## src/rtl/tetris_pkg.sv

```systemverilog
// -----------------------------------------------------------------------------
// tetris_pkg
// Shared constants and types for the playfield row logic.
//   CW          : bits per cell code
//   COLS        : cells per row
//   NUM_COLORS  : number of block colours, encoded 1..NUM_COLORS, 0 = empty
//   cell_t      : one cell code
//   row_t       : one packed row, cell c at [CW*c+CW-1:CW*c]
//   state_t     : new_row_gen FSM encoding
// Helpers: next_color (colour wrap-around), cell_at (safe cell select).
// -----------------------------------------------------------------------------
package tetris_pkg;

  localparam int CW         = 3;
  localparam int COLS       = 6;
  localparam int NUM_COLORS = 5;
  localparam int COL_W      = 3;
  localparam int SEED_W     = 50;

  typedef logic [CW-1:0]    cell_t;
  typedef cell_t [COLS-1:0] row_t;

  localparam cell_t COLOR_EMPTY = 3'd0;

  typedef enum logic [1:0] {
    IDLE = 2'd0,
    GEN  = 2'd1,
    DONE = 2'd2
  } state_t;

  // Next colour in the 1..NUM_COLORS cycle, wrapping back to 1.
  function automatic cell_t next_color(input cell_t c);
    return (c == cell_t'(NUM_COLORS)) ? 3'd1 : (c + 3'd1);
  endfunction

  // Cell select that yields COLOR_EMPTY for indices beyond the row.
  function automatic cell_t cell_at(input row_t r, input logic [COL_W-1:0] idx);
    cell_t res;
    res = COLOR_EMPTY;
    for (int c = 0; c < COLS; c++) begin
      res = (idx == COL_W'(c)) ? r[c] : res;
    end
    return res;
  endfunction

endpackage

```

## src/rtl/row_cell_check.sv

```systemverilog
// -----------------------------------------------------------------------------
// row_cell_check
// Combinational legality check for one candidate colour.
//   cand      : candidate colour for the current column
//   left1     : colour already placed one column to the left
//   left2     : colour already placed two columns to the left
//   above     : colour of the cell directly above (0 = empty)
//   col_ge2   : current column index is 2 or more
//   conflict  : candidate is illegal
//   next_cand : colour to try next if it is illegal
// -----------------------------------------------------------------------------
module row_cell_check
  import tetris_pkg::*;
(
  input  cell_t cand,
  input  cell_t left1,
  input  cell_t left2,
  input  cell_t above,
  input  logic  col_ge2,
  output logic  conflict,
  output cell_t next_cand
);

  logic above_hit_s;
  logic triple_hit_s;

  // Flag a vertical match or a horizontal triple and offer the next colour.
  always_comb begin
    above_hit_s  = 1'b0;
    triple_hit_s = 1'b0;
    if (above != COLOR_EMPTY) begin
      above_hit_s = (cand == above);
    end else begin
      above_hit_s = 1'b0;
    end
    if (col_ge2) begin
      triple_hit_s = (left1 == cand) && (left2 == cand);
    end else begin
      triple_hit_s = 1'b0;
    end
    conflict  = above_hit_s || triple_hit_s;
    next_cand = next_color(cand);
  end

endmodule

```

## src/rtl/new_row_gen.sv

```systemverilog
// -----------------------------------------------------------------------------
// new_row_gen
// Builds the next row rising into the playfield from the PRNG seed, one
// candidate colour per clock, avoiding vertical matches and horizontal triples.
//   Clk        : system clock
//   Reset_n    : asynchronous active-low reset
//   seed       : PRNG state, sampled on an accepted req
//   req        : request a row, accepted only in IDLE
//   above_row  : current bottom board row, sampled with req
//   ack        : consumer has taken the row (while valid)
//   row        : generated row, same packing as above_row
//   valid      : row complete and stable
//   busy       : generation in progress or row awaiting ack
//   retry_cnt  : saturating conflict counter (only with NEW_ROW_GEN_STATS_EN)
// Build option: define NEW_ROW_GEN_STATS_EN to add the retry_cnt output.
// -----------------------------------------------------------------------------
module new_row_gen
  import tetris_pkg::*;
(
  input  logic                 Clk,
  input  logic                 Reset_n,
  input  logic [SEED_W-1:0]    seed,
  input  logic                 req,
  input  logic [COLS*CW-1:0]   above_row,
  input  logic                 ack,
  output logic [COLS*CW-1:0]   row,
  output logic                 valid,
  output logic                 busy
`ifdef NEW_ROW_GEN_STATS_EN
  ,
  output logic [15:0]          retry_cnt
`endif
);

  state_t            state_r, state_s;
  logic [SEED_W-1:0] sreg_r, sreg_s;
  row_t              areg_r, areg_s;
  row_t              row_r, row_s;
  logic [COL_W-1:0]  col_r, col_s;
  cell_t             cand_r, cand_s;
  logic              retry_r, retry_s;
  logic              valid_r, valid_s;
  logic              busy_r, busy_s;

  logic [7:0]        mod_s;
  cell_t             first_cand_s;
  cell_t             cur_cand_s;
  cell_t             above_cell_s;
  cell_t             left1_s;
  cell_t             left2_s;
  logic              col_ge2_s;
  logic              conflict_s;
  cell_t             next_cand_s;

  // Candidate for the current attempt: seed-derived on a column's first try,
  // otherwise the stepped colour kept from the previous conflicting attempt.
  always_comb begin
    mod_s        = sreg_r[7:0] % 8'(NUM_COLORS);
    first_cand_s = cell_t'(mod_s + 8'd1);
    if (retry_r) begin
      cur_cand_s = cand_r;
    end else begin
      cur_cand_s = first_cand_s;
    end
    above_cell_s = cell_at(areg_r, col_r);
    left1_s      = cell_at(row_r, col_r - 3'd1);
    left2_s      = cell_at(row_r, col_r - 3'd2);
    col_ge2_s    = (col_r >= 3'd2);
  end

  row_cell_check u_check (
    .cand      (cur_cand_s),
    .left1     (left1_s),
    .left2     (left2_s),
    .above     (above_cell_s),
    .col_ge2   (col_ge2_s),
    .conflict  (conflict_s),
    .next_cand (next_cand_s)
  );

  // Next-state and next-register values for the row generator FSM.
  always_comb begin
    state_s = state_r;
    sreg_s  = sreg_r;
    areg_s  = areg_r;
    row_s   = row_r;
    col_s   = col_r;
    cand_s  = cand_r;
    retry_s = retry_r;
    valid_s = valid_r;
    busy_s  = busy_r;
    case (state_r)
      IDLE: begin
        if (req) begin
          sreg_s  = seed;
          areg_s  = above_row;
          row_s   = {(COLS*CW){1'b0}};
          col_s   = 3'd0;
          retry_s = 1'b0;
          busy_s  = 1'b1;
          state_s = GEN;
        end else begin
          state_s = IDLE;
        end
      end
      GEN: begin
        if (conflict_s) begin
          // Same column, same seed byte: just try the next colour.
          cand_s  = next_cand_s;
          retry_s = 1'b1;
        end else begin
          for (int c = 0; c < COLS; c++) begin
            row_s[c] = (col_r == COL_W'(c)) ? cur_cand_s : row_r[c];
          end
          sreg_s  = {sreg_r[7:0], sreg_r[SEED_W-1:8]};
          retry_s = 1'b0;
          if (col_r == COL_W'(COLS-1)) begin
            valid_s = 1'b1;
            state_s = DONE;
          end else begin
            col_s = col_r + 3'd1;
          end
        end
      end
      DONE: begin
        if (ack) begin
          valid_s = 1'b0;
          busy_s  = 1'b0;
          state_s = IDLE;
        end else begin
          state_s = DONE;
        end
      end
      default: begin
        valid_s = 1'b0;
        busy_s  = 1'b0;
        state_s = IDLE;
      end
    endcase
  end

  // State and datapath registers.
  always_ff @(posedge Clk or negedge Reset_n) begin
    if (!Reset_n) begin
      state_r <= IDLE;
      sreg_r  <= {SEED_W{1'b0}};
      areg_r  <= {(COLS*CW){1'b0}};
      row_r   <= {(COLS*CW){1'b0}};
      col_r   <= 3'd0;
      cand_r  <= COLOR_EMPTY;
      retry_r <= 1'b0;
      valid_r <= 1'b0;
      busy_r  <= 1'b0;
    end else begin
      state_r <= state_s;
      sreg_r  <= sreg_s;
      areg_r  <= areg_s;
      row_r   <= row_s;
      col_r   <= col_s;
      cand_r  <= cand_s;
      retry_r <= retry_s;
      valid_r <= valid_s;
      busy_r  <= busy_s;
    end
  end

  assign row   = row_r;
  assign valid = valid_r;
  assign busy  = busy_r;

`ifdef NEW_ROW_GEN_STATS_EN
  logic [15:0] retry_cnt_r;

  // Saturating count of conflict cycles; only the hard reset clears it.
  always_ff @(posedge Clk or negedge Reset_n) begin
    if (!Reset_n) begin
      retry_cnt_r <= 16'd0;
    end else if ((state_r == GEN) && conflict_s && (retry_cnt_r != 16'hFFFF)) begin
      retry_cnt_r <= retry_cnt_r + 16'd1;
    end else begin
      retry_cnt_r <= retry_cnt_r;
    end
  end

  assign retry_cnt = retry_cnt_r;
`endif

endmodule

```

## config.mk

```make
export PLATFORM = sky130hd
export DESIGN_NAME = new_row_gen
export DESIGN_NICKNAME = d
export VERILOG_FILES = /design/src/rtl/tetris_pkg.sv /design/src/rtl/row_cell_check.sv /design/src/rtl/new_row_gen.sv
export SDC_FILE = /design/constraint.sdc
export NUM_CORES = 1
export LEC_CHECK = 0
export CORE_MARGIN = 8
export CORE_UTILIZATION = 51
export CTS_BUF_LIST = sky130_fd_sc_hd__clkbuf_4 sky130_fd_sc_hd__clkbuf_8
export DETAILED_ROUTE_END_ITERATION = 6
export PLACE_DENSITY = 0.8
export REMOVE_ABC_BUFFERS = 1
export SLEW_MARGIN = 20
export SYNTH_ARGS = -nofsm -noshare
export SYNTH_HDL_FRONTEND = slang
export SYNTH_SLANG_ARGS = --single-unit
```

## constraint.sdc

```tcl
create_clock -name Clk -period 4.7 [get_ports Clk]
set_input_delay 0.47 -clock Clk [delete_from_list [all_inputs] [get_ports Clk]]
set_output_delay 0.47 -clock Clk [all_outputs]
set_load 0.05 [all_outputs]
```

==> impl_metrics.prom <==
# TYPE chip_impl_metric gauge
chip_impl_info{name="run_status",value="finished, violations left"} 1
chip_impl_info{name="failed_checks",value="setup timing"} 1
chip_impl_metric{name="netlist_instances",unit=""} 585
chip_impl_metric{name="ff2ff_setup_slack",unit="ns"} -0.87
chip_impl_metric{name="dp.final_hpwl",unit="microns"} 11800
chip_impl_metric{name="final_layout_size_suffix_gt1_share",unit="%"} 31.2
chip_impl_metric{name="core_occupancy_in_the_finished_layout",unit="%"} 72.6
chip_impl_metric{name="antenna-diode-count",unit=""} 0
chip_impl_metric{name="htree_num_levels",unit=""} 3
chip_impl_metric{name="grt_start_max_net_pins",unit=""} 66
chip_impl_metric{name="cts.clk_slew.worst_paths",unit="ns"} 0.09
chip_impl_info{name="start_kind",value="register"} 1
chip_impl_metric{name="total_standard_cell_area_after_synthesis",unit="sq mm"} 0.00584
chip_impl_metric{name="postSynth.asyncResetShare",unit="%"} 100
chip_impl_metric{name="synth_enable_flop_cells",unit=""} 0
chip_impl_metric{name="num_rows",unit=""} 39
chip_impl_metric{name="synth-compound-area-share",unit="%"} 25.9
chip_impl_metric{name="fin_worst_skew",unit="ns"} 0.0129
chip_impl_metric{name="critical_path_arrival",unit="ns"} 5.85
chip_impl_info{name="tritoncts",value="yes"} 1
chip_impl_info{name="cts.root.buffer_cell",value="clkbuf_8"} 1
chip_impl_info{name="hold_path.class",value="in2async"} 1
chip_impl_metric{name="synth_mux_area_share",unit="%"} 5.12
chip_impl_metric{name="clock_latency_reported_for_the_late_side_of_the_worst_skew_pair",unit="ns"} 0.39
chip_impl_metric{name="cts_hold_buf",unit=""} 0
chip_impl_metric{name="design.final.nets",unit=""} 825
chip_impl_metric{name="yosys.area_share.adder",unit="%"} 3.64
chip_impl_metric{name="max-slew-margin-rel",unit="%"} 44.2
chip_impl_metric{name="global_route.usage.total",unit="%"} 22.9
chip_impl_metric{name="post_synth_num_cell_types",unit=""} 72
chip_impl_metric{name="maximum_clock_frequency",unit="GHz"} 0.180
chip_impl_metric{name="max-cap-violations",unit=""} 0
chip_impl_metric{name="critical_path_peak_fanout",unit=""} 12
chip_impl_metric{name="seq_area_frac_synth",unit="%"} 41.6
chip_impl_metric{name="fillers",unit=""} 758
chip_impl_metric{name="drt-vias-per-instance",unit=""} 6.21
chip_impl_info{name="critPathCaptureType",value="register"} 1
chip_impl_metric{name="drc",unit=""} 0
chip_impl_metric{name="final_critical_path_setup_slack",unit="ns"} -0.868
chip_impl_metric{name="overflow",unit=""} 0
chip_impl_info{name="synth_top_flop_cell",value="dfrtp_1"} 1
chip_impl_info{name="worst_r2r_startpoint",value="sreg_r[7]"} 1
chip_impl_metric{name="wl_per_cell",unit="microns"} 21.4
chip_impl_metric{name="fp.dieArea",unit="sq mm"} 0.0151
chip_impl_metric{name="dr.first_iter.drc_count",unit=""} 475
chip_impl_metric{name="reg2reg_depth",unit=""} 26
chip_impl_metric{name="final_period_minus_worst_setup_slack",unit="ns"} 5.57
chip_impl_metric{name="synthXorXnorAreaFrac",unit="%"} 1.46
chip_impl_metric{name="tightestPinTransition",unit="ns"} 0.837
chip_impl_metric{name="numClockSinks",unit=""} 97
chip_impl_info{name="worst_setup_path_type",value="reg2reg"} 1
chip_impl_metric{name="syn_to_final_growth",unit="%"} 40.8
chip_impl_metric{name="postSynthAreaPerCell",unit="sq um"} 9.98
chip_impl_metric{name="grt_pass1_vias",unit=""} 5503
chip_impl_metric{name="setup_violations",unit=""} 78
chip_impl_info{name="synth_top_family_by_area",value="compound AO/OA/AOI/OAI gates"} 1
chip_impl_metric{name="routed_wirelength",unit="microns"} 18900
chip_impl_metric{name="ys_warn_count",unit=""} 0
chip_impl_metric{name="ys_ff_latch",unit=""} 97
chip_impl_metric{name="synth-simple-area-share",unit="%"} 14.8
chip_impl_metric{name="die-height",unit="microns"} 123
chip_impl_metric{name="design.core.area",unit="sq mm"} 0.0113
chip_impl_info{name="setup_repair_after_global_routing_missed_its_margin",value="true"} 1
chip_impl_metric{name="timing.final.max_slew_violations",unit=""} 0
chip_impl_metric{name="start_util",unit="%"} 51.6
chip_impl_metric{name="die_w",unit="microns"} 123
chip_impl_metric{name="grt_antenna_before_repair",unit=""} 0
chip_impl_metric{name="clockBufferDepth",unit=""} 2
chip_impl_metric{name="first_drt_pass_iteration_count",unit=""} 5
chip_impl_metric{name="io_pins",unit=""} 92
chip_impl_metric{name="finalCritPeriodShare",unit="%"} 118
chip_impl_metric{name="timing.critical_path.required",unit="ns"} 4.98
chip_impl_metric{name="numCtsBuffers",unit=""} 9
chip_impl_metric{name="place.port_buffers",unit=""} 91
chip_impl_metric{name="first_pass_grt_wire_length",unit="microns"} 27600
chip_impl_metric{name="detail-route-antenna-nets",unit=""} 0
chip_impl_metric{name="hold_viol",unit=""} 0
chip_impl_metric{name="gp_congestion",unit=""} 0.914
chip_impl_metric{name="vias",unit=""} 5486
chip_impl_info{name="r2r_endpoint",value="sreg_r[19]"} 1
[metrics by stage]
stage               hold WS (ns)  TNS [ns]  setup slack (ns)  cells  instance area [sq um]
floorplan                  0.174   -177.27             -2.81    553                   5650
global placement           0.487    -19.93            -0.323    841                   7250
detailed placement         0.497    -42.25            -0.651    841                   7250
CTS                        0.205    -30.54            -0.453    870                   7820
global route               0.241    -74.25             -1.03    883                   8220
finish                     0.174    -61.09            -0.868    883                   8220
[logic make-up after synthesis]
| group | after synthesis |
|---|---|
| xor gates and xnor gates | 8 |
| DFF | 97 |
| adders and majority gates | 17 |
| and+or+nand+nor | 177 |
| buffers and inverters | 99 |
| muxes | 27 |
| AOI/OAI and AO/OA | 160 |
[cell usage in the layout (no fill, tap or decap), types with 5 or more instances in the layout]
master / n
dfrtp_1: 92
clkdlybuf4s50_1: 90
nor2_1: 75
inv_1: 66
buf_4: 55
a221oi_2: 45
nand2_1: 35
mux2_2: 20
a21oi_1: 19
ha_1: 15
a32o_1: 12
nand3_1: 11
buf_6: 11
clkbuf_8: 9
buf_12: 9
o21ai_0: 7
nand2b_1: 6
a221oi_1: 6
a221oi_4: 5
dfrtp_2: 5
[critical path, cell delays in order, from the launching register on]
cell and delay, ns:
dfrtp_2 0.49, buf_4 0.16, nand2b_4 0.06, or2_2 0.32, a32oi_2 0.22, or2_4 0.18, inv_4 0.04, ha_4 0.15
a21oi_4 0.13, a21oi_2 0.08, nor2_2 0.13, xnor2_2 0.15, ha_2 0.24, nor2b_4 0.15, o21a_1 0.20, mux2i_1 0.24
ha_1 0.29, mux2_4 0.30, or3_4 0.35, a22oi_2 0.18, nand3_1 0.12, mux2i_1 0.29, o21a_2 0.28, nor3_4 0.08
buf_12 0.17, buf_12 0.15, a221oi_2 0.27
[registers in the layout, summed over array words and instances, names as in the netlist, 2 cells and up]
register and flops:
cand_r 3, state_r 2, areg_r 18, col_r 3
row 18, sreg_r 50
[final cells by class]
class / count / area, sq um / share of cell area (%)
flip-flops and latches: 97 / 2430 / 29.6
clock inverters: 5 / 66.3 / 0.806
inverters: 67 / 254 / 3.09
clock buffers: 10 / 131 / 1.60
multi-input cells: 389 / 3390 / 41.3
well taps: 143 / 179 / 2.18
repair buffers: 172 / 1770 / 21.5
[Yosys cell counts (all sizes together), types with 5 or more instances]
library cell	count	area [sq um]
nand3	13	65.1
mux2	23	259
nor2	79	302
a221oi	56	728
dfrtp	97	2430
clkbuf	15	56.3
a311oi	5	43.8
nand2b	8	50.1
nand2	39	146
o211ai	5	47.5
a32o	12	120
o21ai	11	55.1
a21oi	23	115
xnor2	5	43.8
inv	67	251
nor3	5	30.0
ha	17	213
buf	17	131
[routing by layer]
layer,GRT usage (%),wire length [microns],up-vias
li1,-,-,2428
met1,28.0,7380,2696
met2,39.3,9470,301
met3,3.93,1380,61
met4,9.41,699,0
met5,0,0,-
[worst max path at each step]
stage	from	endpoint	slack, ns	cells past startpoint
2_1_floorplan	sreg_r[3]	row[15]	-2.81	24
3_3_place_gp	sreg_r[7]	row[15]	-0.32	25
3_5_place_dp	sreg_r[7]	sreg_r[38]	-0.65	24
4_1_cts	sreg_r[7]	sreg_r[39]	-0.45	24
5_1_grt	sreg_r[7]	sreg_r[19]	-1.03	26
6_report	sreg_r[7]	sreg_r[19]	-0.87	26
[timing repair]
action | CTS | global route
gates cloned | 2 | 4
gates resized for setup | 52 | 44
pin swaps | 28 | 34
buffers inserted | 12 | 10
endpoints found under the setup margin | 78 | 78
Power is left out: the tool's default activity adds up to more than one toggle a clock period on the data nets, which glitch-free logic cannot reach.
